**src/rtl/ds1302_rtc_ctrl.sv**
```systemverilog
// DS1302 RTC sequencer: periodic 7-byte read sweep, write-protected time set.
// Optional macro DS1302_RTC_INIT_EN: load a fixed time once after reset release.
module ds1302_rtc_ctrl #(
  parameter logic [23:0] POLL_DIV = 24'd5_000_000
) (
  input  logic        clk,
  input  logic        rst,
  input  logic        set_req,
  input  logic [55:0] set_time,
  output logic        set_ack,
  output logic [55:0] rtc_time,
  output logic        time_valid,
  output logic        busy,
  output logic        cmd_read,
  output logic        cmd_write,
  input  logic        cmd_read_ack,
  input  logic        cmd_write_ack,
  output logic [7:0]  read_addr,
  output logic [7:0]  write_addr,
  output logic [7:0]  write_data,
  input  logic [7:0]  read_data
);

  // state    | meaning
  // S_IDLE   | counting poll interval, waiting for a set request
  // S_WP_OFF | clearing write-protect (0x8E <- 0x00)
  // S_WRITE  | writing time byte idx (sec..year)
  // S_WP_ON  | restoring write-protect (0x8E <- 0x80)
  // S_READ   | reading time byte idx into shadow
  // S_DONE   | write sequence finished, pulse set_ack
  typedef enum logic [2:0] {S_IDLE, S_WP_OFF, S_WRITE, S_WP_ON, S_READ, S_DONE} state_t;

  localparam logic [55:0] INIT_TIME = 56'h19_03_06_12_00_00_00;
`ifdef DS1302_RTC_INIT_EN
  localparam logic INIT_EN = 1'b1;
`else
  localparam logic INIT_EN = 1'b0;
`endif

  state_t      state;
  logic [2:0]  idx;
  logic [23:0] poll_cnt;
  logic        pend;
  logic [55:0] pend_time;
  logic [55:0] wr_time;
  logic [47:0] shadow;
  logic        init_pend;
  logic        init_run;

  assign busy = (state != S_IDLE);

  // CH (sec bit7) and 12/24 (hour bit7) are always written as 0
  function automatic logic [7:0] wr_byte(input logic [55:0] t, input logic [2:0] i);
    logic [7:0] b;
    b = t[{i, 3'b000} +: 8];
    if (i == 3'd0 || i == 3'd2) b[7] = 1'b0;
    return b;
  endfunction

  always_ff @(posedge clk or negedge rst) begin
    if (!rst) begin
      state      <= S_IDLE;
      idx        <= 3'd0;
      poll_cnt   <= 24'd0;
      pend       <= 1'b0;
      pend_time  <= 56'd0;
      wr_time    <= 56'd0;
      shadow     <= 48'd0;
      init_pend  <= INIT_EN;
      init_run   <= 1'b0;
      cmd_read   <= 1'b0;
      cmd_write  <= 1'b0;
      set_ack    <= 1'b0;
      time_valid <= 1'b0;
      rtc_time   <= 56'd0;
      read_addr  <= 8'h00;
      write_addr <= 8'h00;
      write_data <= 8'h00;
    end else begin
      set_ack    <= 1'b0;
      time_valid <= 1'b0;
      if (set_req && (state != S_IDLE || init_pend)) begin
        pend      <= 1'b1;
        pend_time <= set_time;
      end
      if (state != S_IDLE) poll_cnt <= 24'd0;
      case (state)
        S_IDLE: begin
          if (init_pend) begin
            init_pend <= 1'b0;
            init_run  <= 1'b1;
            wr_time   <= INIT_TIME;
            poll_cnt  <= 24'd0;
            state     <= S_WP_OFF;
          end else if (set_req || pend) begin
            wr_time  <= set_req ? set_time : pend_time;
            pend     <= 1'b0;
            init_run <= 1'b0;
            poll_cnt <= 24'd0;
            state    <= S_WP_OFF;
          end else if (poll_cnt == POLL_DIV - 24'd1) begin
            poll_cnt <= 24'd0;
            idx      <= 3'd0;
            state    <= S_READ;
          end else begin
            poll_cnt <= poll_cnt + 24'd1;
          end
        end
        S_WP_OFF: begin
          if (!cmd_write) begin
            cmd_write  <= 1'b1;
            write_addr <= 8'h8E;
            write_data <= 8'h00;
          end else if (cmd_write_ack) begin
            cmd_write <= 1'b0;
            idx       <= 3'd0;
            state     <= S_WRITE;
          end
        end
        S_WRITE: begin
          if (!cmd_write) begin
            cmd_write  <= 1'b1;
            write_addr <= 8'h80 + {4'b0000, idx, 1'b0};
            write_data <= wr_byte(wr_time, idx);
          end else if (cmd_write_ack) begin
            cmd_write <= 1'b0;
            if (idx == 3'd6) state <= S_WP_ON;
            else idx <= idx + 3'd1;
          end
        end
        S_WP_ON: begin
          if (!cmd_write) begin
            cmd_write  <= 1'b1;
            write_addr <= 8'h8E;
            write_data <= 8'h80;
          end else if (cmd_write_ack) begin
            cmd_write <= 1'b0;
            state     <= S_DONE;
          end
        end
        S_DONE: begin
          set_ack  <= ~init_run;
          init_run <= 1'b0;
          idx      <= 3'd0;
          state    <= S_IDLE;
        end
        S_READ: begin
          if (!cmd_read) begin
            cmd_read  <= 1'b1;
            read_addr <= 8'h81 + {4'b0000, idx, 1'b0};
          end else if (cmd_read_ack) begin
            cmd_read <= 1'b0;
            if (idx == 3'd6) begin
              // shadow holds day..sec (sec lowest); year arrives now
              rtc_time   <= {read_data, shadow[47:24], 1'b0, shadow[22:8], 1'b0, shadow[6:0]};
              time_valid <= 1'b1;
              idx        <= 3'd0;
              state      <= S_IDLE;
            end else begin
              shadow <= {read_data, shadow[47:8]};
              idx    <= idx + 3'd1;
            end
          end
        end
        default: state <= S_IDLE;
      endcase
    end
  end

endmodule
```
**config.mk**
```make
export PLATFORM = sky130hd
export DESIGN_NAME = ds1302_rtc_ctrl
export DESIGN_NICKNAME = d
export VERILOG_FILES = /design/src/rtl/ds1302_rtc_ctrl.sv
export SDC_FILE = /design/constraint.sdc
export NUM_CORES = 1
export LEC_CHECK = 0
export BUFFER_PORTS_ARGS = -buffer_cell sky130_fd_sc_hd__buf_2
export CORE_MARGIN = 4
export CORE_UTILIZATION = 35
export DETAILED_ROUTE_END_ITERATION = 16
export GPL_ROUTABILITY_DRIVEN = 0
export PLACE_DENSITY_LB_ADDON = 0.15
export SLEW_MARGIN = 10
export SYNTH_ARGS = -nofsm -noshare
export SYNTH_HDL_FRONTEND = slang
export SYNTH_SLANG_ARGS = --single-unit
```
**constraint.sdc**
```tcl
create_clock -name clk -period 2.5 [get_ports clk]
set_clock_uncertainty 0.15 [all_clocks]
set_input_delay 0.5 -clock clk [delete_from_list [all_inputs] [get_ports clk]]
set_output_delay 0.5 -clock clk [all_outputs]
set_load 0.03 [all_outputs]
```
; ---- Word level (Yosys, flattened, before mapping)
; Index checks and enable logic that the tools add are counted.
[totals]
register_bits = 274
inputBits = 69
output_inout_bits = 85
[classes]
addsub = 4
n_eq_ne = 27
shifts = 1
mux = 52
bitwise = 3
n_reduce_logical = 22
[ops]
columns = op, count
row1 = $mux 56, 2
row2 = $mux 24, 4
row3 = $mux 3, 22
row4 = $shiftx 56x7->8, 1
row5 = $mux 8, 5
row6 = $ne 2x2->1 const B, 18
row7 = $pmux 3 s5, 2
row8 = $add 24x1->24 const B, 1
row9 = $eq 24x23->1 const B, 1
row10 = $pmux 8 s3, 1
row11 = $add 8x4->8 const A, 2
row12 = $pmux 8 s2, 1
row13 = $mux 1, 14
row14 = $reduce_and 4->1, 3
row15 = $reduce_and 11->1, 1
row16 = $reduce_and 10->1, 1
row17 = $eq 3x2->1 const B, 3
row18 = $eq 3x3->1 const B, 3
row19 = $logic_not 3->1, 2
row20 = $reduce_and 2->1, 3
row21 = $reduce_bool 2->1, 3
row22 = $reduce_bool 3->1, 2
row23 = $reduce_bool 5->1, 1
row24 = $add 3x1->3 const B, 1
row25 = 9 further kinds, 12

; ---- Depth between registers and ports, before layout
[depth]
ltp_word = 5
mapped_depth = 9
ltp_nobuf = 7

; ---- Worst setup path before layout
; Ideal clock, no wire load.
[synth_timing]
path_type = register -> register
from = reg idx[0]
to = reg rtc_time[13]
t_arrival_ps = 2463
slack_ps = -238
path_stages_with_launch = 9
synth_period_minus_slack_ps = 2738
cell_sequence = dfrtp_1 buf_2 clkbuf_1 inv_1 ha_1 nand2_1 nor4_2 buf_2 mux2_2
[synth_between]
elab_chain_len = 2
[synth_lines]
columns = item, line
row1 = "start, declared", 41  ; logic [2:0] idx;
row2 = "start signal, assigned", 128  ; else idx <= idx + 3'd1;
row3 = "start signal, assigned", 161  ; idx <= idx + 3'd1;
row4 = $eq 3x3->1, 153  ; if (idx == 3'd6) begin
row5 = $reduce_and 4->1 (no source line), n/a
row6 = "end signal, assigned", 155  ; rtc_time <= {read_data, shadow[47:24], 1'b0, shadow[22:8], 1'b0, shadow[6:0]};
row7 = "end, declared", 11  ; output logic [55:0] rtc_time,
; Every way passes these cells.
; A chain may end at the register's enable or synchronous reset.

; ---- Final worst setup path
[layout_timing]
from = reg poll_cnt[17]
to = reg idx[2]
[layout_between]
elab_chain_len = 3
[layout_lines]
columns = item, line
row1 = "start, declared", 42  ; logic [23:0] poll_cnt;
row2 = "start signal, assigned", 106  ; poll_cnt <= poll_cnt + 24'd1;
row3 = $eq 24x23->1, 101  ; end else if (poll_cnt == POLL_DIV - 24'd1) begin
row4 = $ne 2x2->1 (no source line), n/a
row5 = $reduce_and 10->1 (no source line), n/a
; Every way passes these cells.

==> summary.txt <==
Status
  • Status: finished, final reports clean

Floorplan
  • # IOs: 154
  • Die footprint: 35,030 um2
  • Num rows: 65
  • Core area: 31,640 um2
  • Die height: 187.2 um
  • Die X: 187.2 um
  • Initial Utilization: 0.3551

Timing
  • Min Tclk post-route: 2.403 ns
  • Fin crit share: 0.9611
  • Worst-margin pin slew: 0.6574 ns
  • Rel. slew slack: 0.5609
  • Setup violations, final: 0
  • RSZ-0062 raised after global routing: no
  • Fmax: 416.2 MHz
  • Final Max Tran Viols: 0
  • Final Hold Vio Count: 0
  • Setup_tns: 0 ns

Synth
  • Synthesized cell area: 11,230 um2
  • Cell variety after synth: 49
  • Top post-synthesis cells by area: dfrtp_1 59%, mux2_2 16%, mux2i_1 5.8%
  • Synth Flop Type: dfrtp_1
  • Syn Inst Count: 877
  • Leading area contributor after synthesis: dfrtp_1
  • Number of synthesized flops with an enable pin: 0
  • Syn Area/Cell: 12.81 um2
  • Fraction of the mapped netlist area in compound gates: 0.04834
  • Multiplexer share of the synthesized area: 0.2363
  • Xor/xnor share of the synthesized area: 0.01793
  • Yosys warns: 0
  • Synth top area share: 0.5880
  • Asr flop ratio synth: 1.000
  • Post-synthesis simple-gate area fraction: 0.07562
  • FF+latch count, synth: 264
  • Largest family of logic cells by synthesized area: multiplexers
  • Post-Synth Adder-Cell Area: 0.004455
  • Seq/Total Area, Yosys: 0.5880

Worst hold path
  • Hold_sp: set_time[41]
  • Hold Path Class: input pin to flip-flop

Placement
  • Post-DP HPWL: 16,790 um
  • PortBufs: 144

Drt
  • Overall routed net length: 24,830 um
  • Vias: 6,930
  • Wire length on met3: 1036 um
  • DRC violations left: 0
  • DRT met1 WL: 11,940 um
  • Top Metal Used: met4
  • Initial drt markers: 370
  • Met2 WL: 11,360 um
  • 1st-pass router iterations: 4
  • WL/cell: 17.09 um
  • Vias per inst: 4.769
  • ANT nets after route: 0

Worst setup path
  • RR Startpoint: poll_cnt[17]
  • CP Capture Type: flip-flop
  • Required @ worst endpoint: 2.77 ns
  • Crit Path Max Fanout: 3
  • Worst path arrival time: 2.67 ns
  • Setup crit start: poll_cnt[17]
  • Nature of the critical path startpoint: flip-flop
  • Critical path class: flip-flop to flip-flop

Global routing
  • Vias in the first global route: 7,079
  • Global-route usage over all layers: 0.1414
  • Largest net degree at the start of global routing: 113
  • First-pass GRT wire length: 40,820 um
  • Initial antenna violation count: 0
  • Gr ovfl total: 0

CTS
  • Worst-path clk slew: 0.06 ns
  • Root Buffer: clkbuf_16
  • Sink Count: 264
  • TritonCTS Buffers: 30
  • Skew-Pair Late Insertion Delay: 0.54 ns
  • Clock buffer depth: 3
  • H-tree depth: 1
  • CTS tree: yes

Power and ir drop
  • Pwr Density: 1078 nW/um2
  • LEAKAGE: 6.611 nW
  • Max IR drop VDD: 573.4 uV

Finish
  • Layout Nets: 1,105
  • Layout cells sized above 1: 0.3781
  • Post-Route Utilization: 0.4279
  • Fill cells: 3,011
  • Layout area overhead: 20.50%

Flow run
  • Max-cap violations: 0
==> critical path: stages, from the launching register on <==
cell and delay, ns:
dfrtp_1 0.40, or4_1 0.50, or4_4 0.51, o21ai_2 0.17, or3b_1 0.36, a32o_1 0.21
==> through the flow <==
| stage | setup WS, ns | instance area (um2) | hold WS, ns | std cells | total power [W] |
|---|---|---|---|---|---|
| 2_1_floorplan | 0.04269 | 11290 | 0.05441 | 885 | 0.009168 |
| 3_3_place_gp | 0.09806 | 12530 | 0.2992 | 1401 | 0.01032 |
| 3_5_place_dp | 0.07315 | 12530 | 0.2991 | 1401 | 0.01042 |
| 4_1_cts | 0.02777 | 13530 | 0.02200 | 1452 | 0.01489 |
| 5_1_grt | 0.007899 | 13540 | 0.03185 | 1452 | 0.01563 |
| 6_report | 0.09728 | 13540 | 0.05075 | 1453 | 0.01460 |
==> power breakdown <==
part	total [W]	switching (W)	leakage [nW]	internal, W
registers	0.00635	0.000766	3.41	0.00558
logic	0.00389	0.00210	2.71	0.00179
clock network	0.00437	0.00168	0.492	0.00269
total	0.0146	0.00454	6.61	0.0101
==> per-layer routing <==
layer	track usage	vias up
met2	0.2215	119
met5	0	-
met1	0.2058	3401
li1	-	3377
met3	0.02818	33
met4	0.02929	0
==> final cells by class <==
type	instances	area, um2	share of cell area
repair buffers	174	1049	0.07745
diodes	1	2.502	0.0001848
multi-input cells	555	4365	0.3225
inverters	7	26.28	0.001941
clock inverters	10	125.1	0.009242
flip-flops and latches	264	6608	0.4881
well taps	402	503.0	0.03715
clock buffers	40	859.6	0.06349
==> state kept, by name (all words and copies together) (netlist names), 3 cells and up <==
| signal | flops |
|---|---|
| pend_time | 56 |
| wr_time | 56 |
| rtc_time | 54 |
| shadow | 47 |
| poll_cnt | 24 |
| write_data | 8 |
| read_addr | 4 |
| write_addr | 4 |
| idx | 3 |
| state | 3 |
==> repair_timing <==
item | 4_1_cts | 5_1_grt
endpoints found under the setup margin | 0 | 3
setup buffers | 0 | 0
hold endpoints to repair | 56 | 0
hold buffers | 1 | 0
gates resized for setup | 0 | 3
==> layout by cell type (no fill, tap or decap), drive strengths merged, types with 2 or more instances in the layout <==
cell type  instances
xor2              18
o21ai             67
a21oi             13
nor2b              3
and3               9
ha                 4
and2               2
and2b              2
or4                2
inv                7
nand3              9
bufinv             3
xnor2              5
buf              173
dfrtp            264
nor4               3
a21o               2
nand2b             3
mux2i             65
nand4             12
mux2             162
a22o               7
nor2              47
clkinv             7
clkbuf            40
nand2             80
nor3              10
conb               9
mux4               8
==> synth_stat cells, types with 2 or more instances <==
| cell | number |
|---|---|
| nor4_1 | 2 |
| nand2_1 | 80 |
| a22o_1 | 7 |
| a21oi_1 | 13 |
| buf_1 | 3 |
| xor2_1 | 18 |
| nand3_1 | 9 |
| mux4_2 | 8 |
| mux2i_1 | 65 |
| ha_1 | 4 |
| and3_1 | 8 |
| buf_4 | 10 |
| nand4_1 | 12 |
| o21ai_0 | 65 |
| a21o_1 | 2 |
| xnor2_1 | 5 |
| buf_2 | 12 |
| clkbuf_1 | 31 |
| nor2b_1 | 3 |
| o21ai_1 | 2 |
| buf_6 | 2 |
| inv_1 | 7 |
| mux2_1 | 3 |
| nor3_1 | 10 |
| mux2_2 | 159 |
| nand2b_1 | 3 |
| dfrtp_1 | 264 |
| or4_1 | 2 |
| and2_1 | 2 |
| nor2_1 | 47 |
==> worst paths after layout <==
kind	endpoint	slack, ns	cells past startpoint
min	pend_time[41]	0.05	2
max reg2reg	idx[2]	0.1	5
min in group asynchronous	pend_time[6]	0.36	2
min reg2reg	write_addr[7]	0.32	1
max	idx[2]	0.1	5
max in group asynchronous	pend_time[19]	1.09	3
==> kinds of logic (layout without fill, tap and decap cells) <==
kind of cell             after synthesis  count (layout)
buffers and inverters                 66             231
AND/OR/NAND/NOR                      187             187
AO/OA/AOI/OAI                         97              97
other                                  1              10
adder cells (fa/ha/maj)                4               4
XOR/XNOR                              23              23
multiplexers                         235             235
flip-flops                           264             264
Note: power is estimated with default switching activity, not from simulation.
